## src/rtl/sn74163h.sv

```systemverilog
// Pin-level model of a 74163 synchronous 4-bit binary counter with
// synchronous clear, synchronous parallel load and supply-gated state.
module sn74163h #(
  parameter logic [3:0] COUNT_MAX = 4'd15
) (
  input  logic P1,   // RST, synchronous clear, active-high
  input  logic P2,   // CLK
  input  logic P3,   // A
  input  logic P4,   // B
  input  logic P5,   // C
  input  logic P6,   // D
  input  logic P7,   // ENP
  input  logic P8,   // GND
  input  logic P9,   // LOAD_N
  input  logic P10,  // ENT
  output logic P11,  // QD
  output logic P12,  // QC
  output logic P13,  // QB
  output logic P14,  // QA
  output logic P15,  // RCO
  input  logic P16   // VCC
);

  logic [3:0] q_q;
  logic [3:0] q_d;
  logic [3:0] qNext;
  logic       powered;

  assign powered = P16 & ~P8;

  // Ternaries let an unknown LOAD_N propagate as X instead of picking a branch.
  always_comb begin
    qNext = (q_q >= COUNT_MAX) ? 4'd0 : q_q + 4'd1;
    q_d   = !P9 ? {P6, P5, P4, P3} : ((P7 & P10) ? qNext : q_q);
  end

  // No reset value: the count stays unknown until the first clear or load.
  always_ff @(posedge P2) begin
    if (powered) begin
      q_q <= P1 ? 4'd0 : q_d;
    end
  end

  assign P14 = q_q[0];
  assign P13 = q_q[1];
  assign P12 = q_q[2];
  assign P11 = q_q[3];
  assign P15 = P10 & (q_q == COUNT_MAX) & powered;

endmodule

```

## config.mk

```make
export PLATFORM = sky130hd
export DESIGN_NAME = sn74163h
export DESIGN_NICKNAME = d
export VERILOG_FILES = /design/src/rtl/sn74163h.sv
export SDC_FILE = /design/constraint.sdc
export NUM_CORES = 1
export LEC_CHECK = 0
export BUFFER_PORTS_ARGS = -buffer_cell sky130_fd_sc_hd__buf_2
export CAP_MARGIN = 20
export CORE_AREA = 5 5 42 44
export CTS_BUF_LIST = sky130_fd_sc_hd__clkbuf_8
export CTS_CLUSTER_SIZE = 30
export DETAILED_ROUTE_END_ITERATION = 8
export DIE_AREA = 0 0 47 49
export GPL_TIMING_DRIVEN = 0
export PLACE_DENSITY = 0.46
export SLEW_MARGIN = 20
export SYNTH_ARGS = -nofsm -noshare
export SYNTH_HDL_FRONTEND = slang
export SYNTH_SLANG_ARGS = --single-unit
```

## constraint.sdc

```tcl
create_clock -name P2 -period 1.9 [get_ports P2]
set_input_delay 0.095 -clock P2 [delete_from_list [all_inputs] [get_ports P2]]
set_output_delay 0.095 -clock P2 [all_outputs]
set_load 0.005 [all_outputs]
```

; Yosys cells after proc, flatten, opt, wreduce, memory -nomap -nowiden
; Index checks and enable logic that the tools add are counted.
; Widths: inputs -> output; s select.
[totals]
regBits = 4
in_bits = 11
output_inout_bits = 5
elab_cells = 14
[classes]
addsub = 1
magnitude_cmp = 1
eq_ne = 2
mux = 3
bitwise = 5
n_reduce_logical = 1
[op_table]
columns = op, n
row1 = $mux 4, 3
row2 = $add 4x1->4 const B, 1
row3 = $and 1x1->1, 4
row4 = $eq 4x4->1 const B, 1
row5 = $ge 4x4->1 const B, 1
row6 = $ne 3x2->1 const B, 1
row7 = $reduce_and 2->1, 1
row8 = $not 1->1, 1

; Logic depth before layout (Yosys ltp)
[depth]
word_depth = 4
ltp_mapped = 4
depth_no_buf = 4

; Least setup slack after synthesis
; OpenSTA, ideal clock, no wires.
[synth_timing]
kind = register to register
from = register q_q[1]
to = register q_q[3], data pin
arrival_time_ns = 1.068
setup_slack_ns = 0.658
stages_incl_launch_ff = 5
path_buffers = 0
period_less_slack_ns = 1.242
cell_sequence = edfxtp_1 -> ha_1 -> a21oi_1 -> o21ai_1 -> a311oi_1
[synth_between]
elab_chain_cells = 4
[synth_lines]
columns = element, line
row1 = start: declaration, 24  ; logic [3:0] q_q;
row2 = start signal: assignment, 40  ; q_q <= P1 ? 4'd0 : q_d;
row3 = $add 4x1->4 / $ge 4x4->1 (equally long branches), 33  ; qNext = (q_q >= COUNT_MAX) ? 4'd0 : q_q + 4'd1;
row4 = $mux 4 *, 33
row5 = $mux 4 * (2 in a row), 34  ; q_d = !P9 ? {P6, P5, P4, P3} : ((P7 & P10) ? qNext : q_q);
; Mark *: on every way between the ends. The rest lies on a longest branch, timed or not. The select of a mux whose other input is x is not followed.
; A chain may end at the register's enable or synchronous reset.

; Final worst setup path
[layout_timing]
from = register q_q[0]
to = output P15
[layout_between]
elab_chain_cells = 3
[layout_lines]
columns = element, line
row1 = $eq 4x4->1, 48  ; assign P15 = P10 & (q_q == COUNT_MAX) & powered;
row2 = $and 1x1->1 (2 in a row), 48
row3 = end: declaration, 20  ; output logic P15,
; Every way passes these cells.

==> impl_results.md <==
* Status: finished clean
* Initial antenna violation count at 0
* Area of the multi-input gates at between 100 and 150 µm²
* Syn avg cell area at approximately 11 µm²
* Crit-path cells: ha_1 > nand3_1 > nor4bb_1 > buf_2
* Buf+Inv Stages, Crit Path at 1
* CTS Buf Count at 3
* Crit path largest cell delay at 0.41 ns
* Fin Clk Skew at around 0.0041 ns
* Top cells by area, synth: edfxtp_1 (46%), nor2_1 (5.7%), a211oi_2 (4.8%), ha_1 (4.8%), mux2i_1 (3.8%)
* Area Growth Syn to Fin at 50.00%
* First-pass GRT wire length at ~1100 µm
* Port bufs at 14
* Max Fclk at 0.6704 GHz
* Slew of the pin with the lowest slew margin at slightly above 0.7 ns
* Critical path's top delay family: flip-flops
* Most frequent cells in the layout: buf_2 (15), nor2_1 (4), edfxtp_1 (4), clkbuf_8 (3), inv_1 (2)
* Synth Instances at 25
* Top flop regs: q_q x4
* Cell variety after synth at 18
* Core Region at 0.001401 mm²
* CP Capture Type: primary output
* Largest net degree at the start of global routing at 8
* Yosys top cell area share at between 40% and 50%
* Max VDD drop at 311.2 µV
* Row cnt at 14
* Crit path time final at 1.492 ns
* Die height at 49 µm
* Critical path launch point: q_q[0]
* Pleak at about 0.17 nW
* Bufs on Longest Clock Path at 2
* Initial Util at 18.75%
* Worst skew pair latency at around 0.21 ns
* Syn. warnings at 0
* Hold Buf Count CTS at 0
* Critical Path Source Type: flip-flop
* #FFs+latches synth at 4
* Max reg flops at 4
* Worst Hold Margin at 0.2013 ns
* DR vias at 265
* Slew Limit Fails at 0
* Final setup violation count at 0
* Cell area after layout at 394.1 µm²
* WL per Instance at approximately 12 µm
* WP data arrival at approximately 1.4 ns
* Sequential cell area at between 100 and 150 µm²
* DR pass1 iterations at 4
* Layout Nets at 56
* Total Wirelength at roughly 700 µm
* CP max FO at 5
* Reg-to-reg startpoint: q_q[0]
* FILL cells at between 150 and 200
* Min-delay src: P4
* Total track usage at under 10%
* Ratio of cells with drive above 1 in the final layout at 45.24%
* Cell Count Post-Placement at 55
* Overall power at between 300 and 400 µW
* First DRT Iteration DRCs at 8
* Mapped cell area at about 260 µm²
* Part of the Yosys area used for sequential elements at between 40% and 50%
* DIE AREA at 0.002303 mm²
* Max Cap Viol at 0
* Commonest non-fill, non-tap cell in the layout: buf_2
* Min-Delay Path Class: primary input to flip-flop
* Largest area contributor in the netlist: edfxtp_1
* # resized after CTS at 0
* Number of diodes at 0
* H-tree levels at 1
* Fin Setup TNS at 0 ns
* Drt drc at 0
* CTS tree: yes
* Slowest cell on crit path: edfxtp_1
* Worst EP required at between 1.5 and 2 ns
* HPWL after detailed placement at 555.8 µm
* Max_slew headroom at 51.69%
* Final Non-Filler Cells at 58
* WS Path Type: flip-flop to primary output
* RSZ-0062 raised after global routing: false
* Vias/cell at between 4 and 5
* Antenna Violating Nets Remaining at 0
* Largest Register: q_q
* Final Hold Viols at 0
* RePlAce Congestion at approximately 0.67
* Power Dens Cells at around 820 mW/mm²
* GR Overflow Total at 0
* Ports at 16
* Syn nets at 37
* Final Cycle Share at roughly four fifths
* Post-CTS Setup Inserts at 0
* Post-DP Area at ~350 µm²
* CTS root buf: clkbuf_8
* Clk sinks at 4
* Clk slew on worst S/H paths at around 0.030 ns
* DIE WIDTH at about 47 µm
* Vias in the first global route at approximately 270
## cell families (layout without fill, tap and decap cells)
| logic type | after synthesis | in the layout | share of synthesized area, % |
|---|---|---|---|
| buffers and inverters | 3 | 20 | 4.761 |
| xor gates and xnor gates | 1 | 1 | 3.334 |
| adders and majority gates | 1 | 1 | 4.761 |
| AOI/OAI and AO/OA | 6 | 6 | 17.62 |
| DFF | 4 | 4 | 45.72 |
| muxes | 1 | 1 | 3.810 |
| and+or+nand+nor | 9 | 9 | 20.00 |
## worst reg2reg max path: cells and delay by family, from the launching register on
family                     cells  cell delay [ns]
DFF                            1             0.44
adders and majority gates      1             0.26
AOI/OAI and AO/OA              3             0.44
## routing by layer
metal | global-route usage [%] | wire length [µm]
met1 | 7.778 | 281
met5 | 0 | 0
met2 | 10.41 | 346
met3 | 3.321 | 58
met4 | 5.530 | 13
## worst paths after layout
kind	endpoint	cells after the start	slack [ns]
setup / recovery	P15	4	0.41
hold / removal	q_q[1]	3	0.20
setup reg to reg	q_q[3]	4	0.58
hold reg to reg	q_q[3]	2	0.75
## synth_stat cells (all sizes together)
| library cell | number |
|---|---|
| nor4bb | 1 |
| a311oi | 1 |
| a211oi | 2 |
| nor2b | 1 |
| nand4b | 1 |
| o21ai | 1 |
| nand3 | 1 |
| a21oi | 1 |
| mux2i | 1 |
| xnor2 | 1 |
| buf | 1 |
| nor3b | 1 |
| edfxtp | 4 |
| a22oi | 1 |
| nor2 | 4 |
| ha | 1 |
| inv | 2 |
## final cells by class
| cell class | instances | share of cell area (%) |
|---|---|---|
| multi-input combinational | 18 | 33.02 |
| sequential | 4 | 30.48 |
| timing repair buffer | 14 | 17.78 |
| clock buffer | 3 | 10.48 |
| tap | 16 | 5.079 |
| inverter | 2 | 1.905 |
| buffer | 1 | 1.270 |
## through the flow
stage | worst slack, ns | util [%]
2_1_floorplan | 0.6578 | -
3_3_place_gp | 0.5341 | 25.18
3_5_place_dp | 0.5464 | 25.18
4_1_cts | 0.3872 | 28.13
5_1_grt | 0.3161 | 28.13
6_report | 0.4084 | 28.13
## report_power, final
group,internal (mW),switching (mW)
clock network,0.135,0.0419
logic,0.0201,0.0179
registers,0.104,0.00457
total,0.259,0.0644
Power figures use the tool's default switching activity.
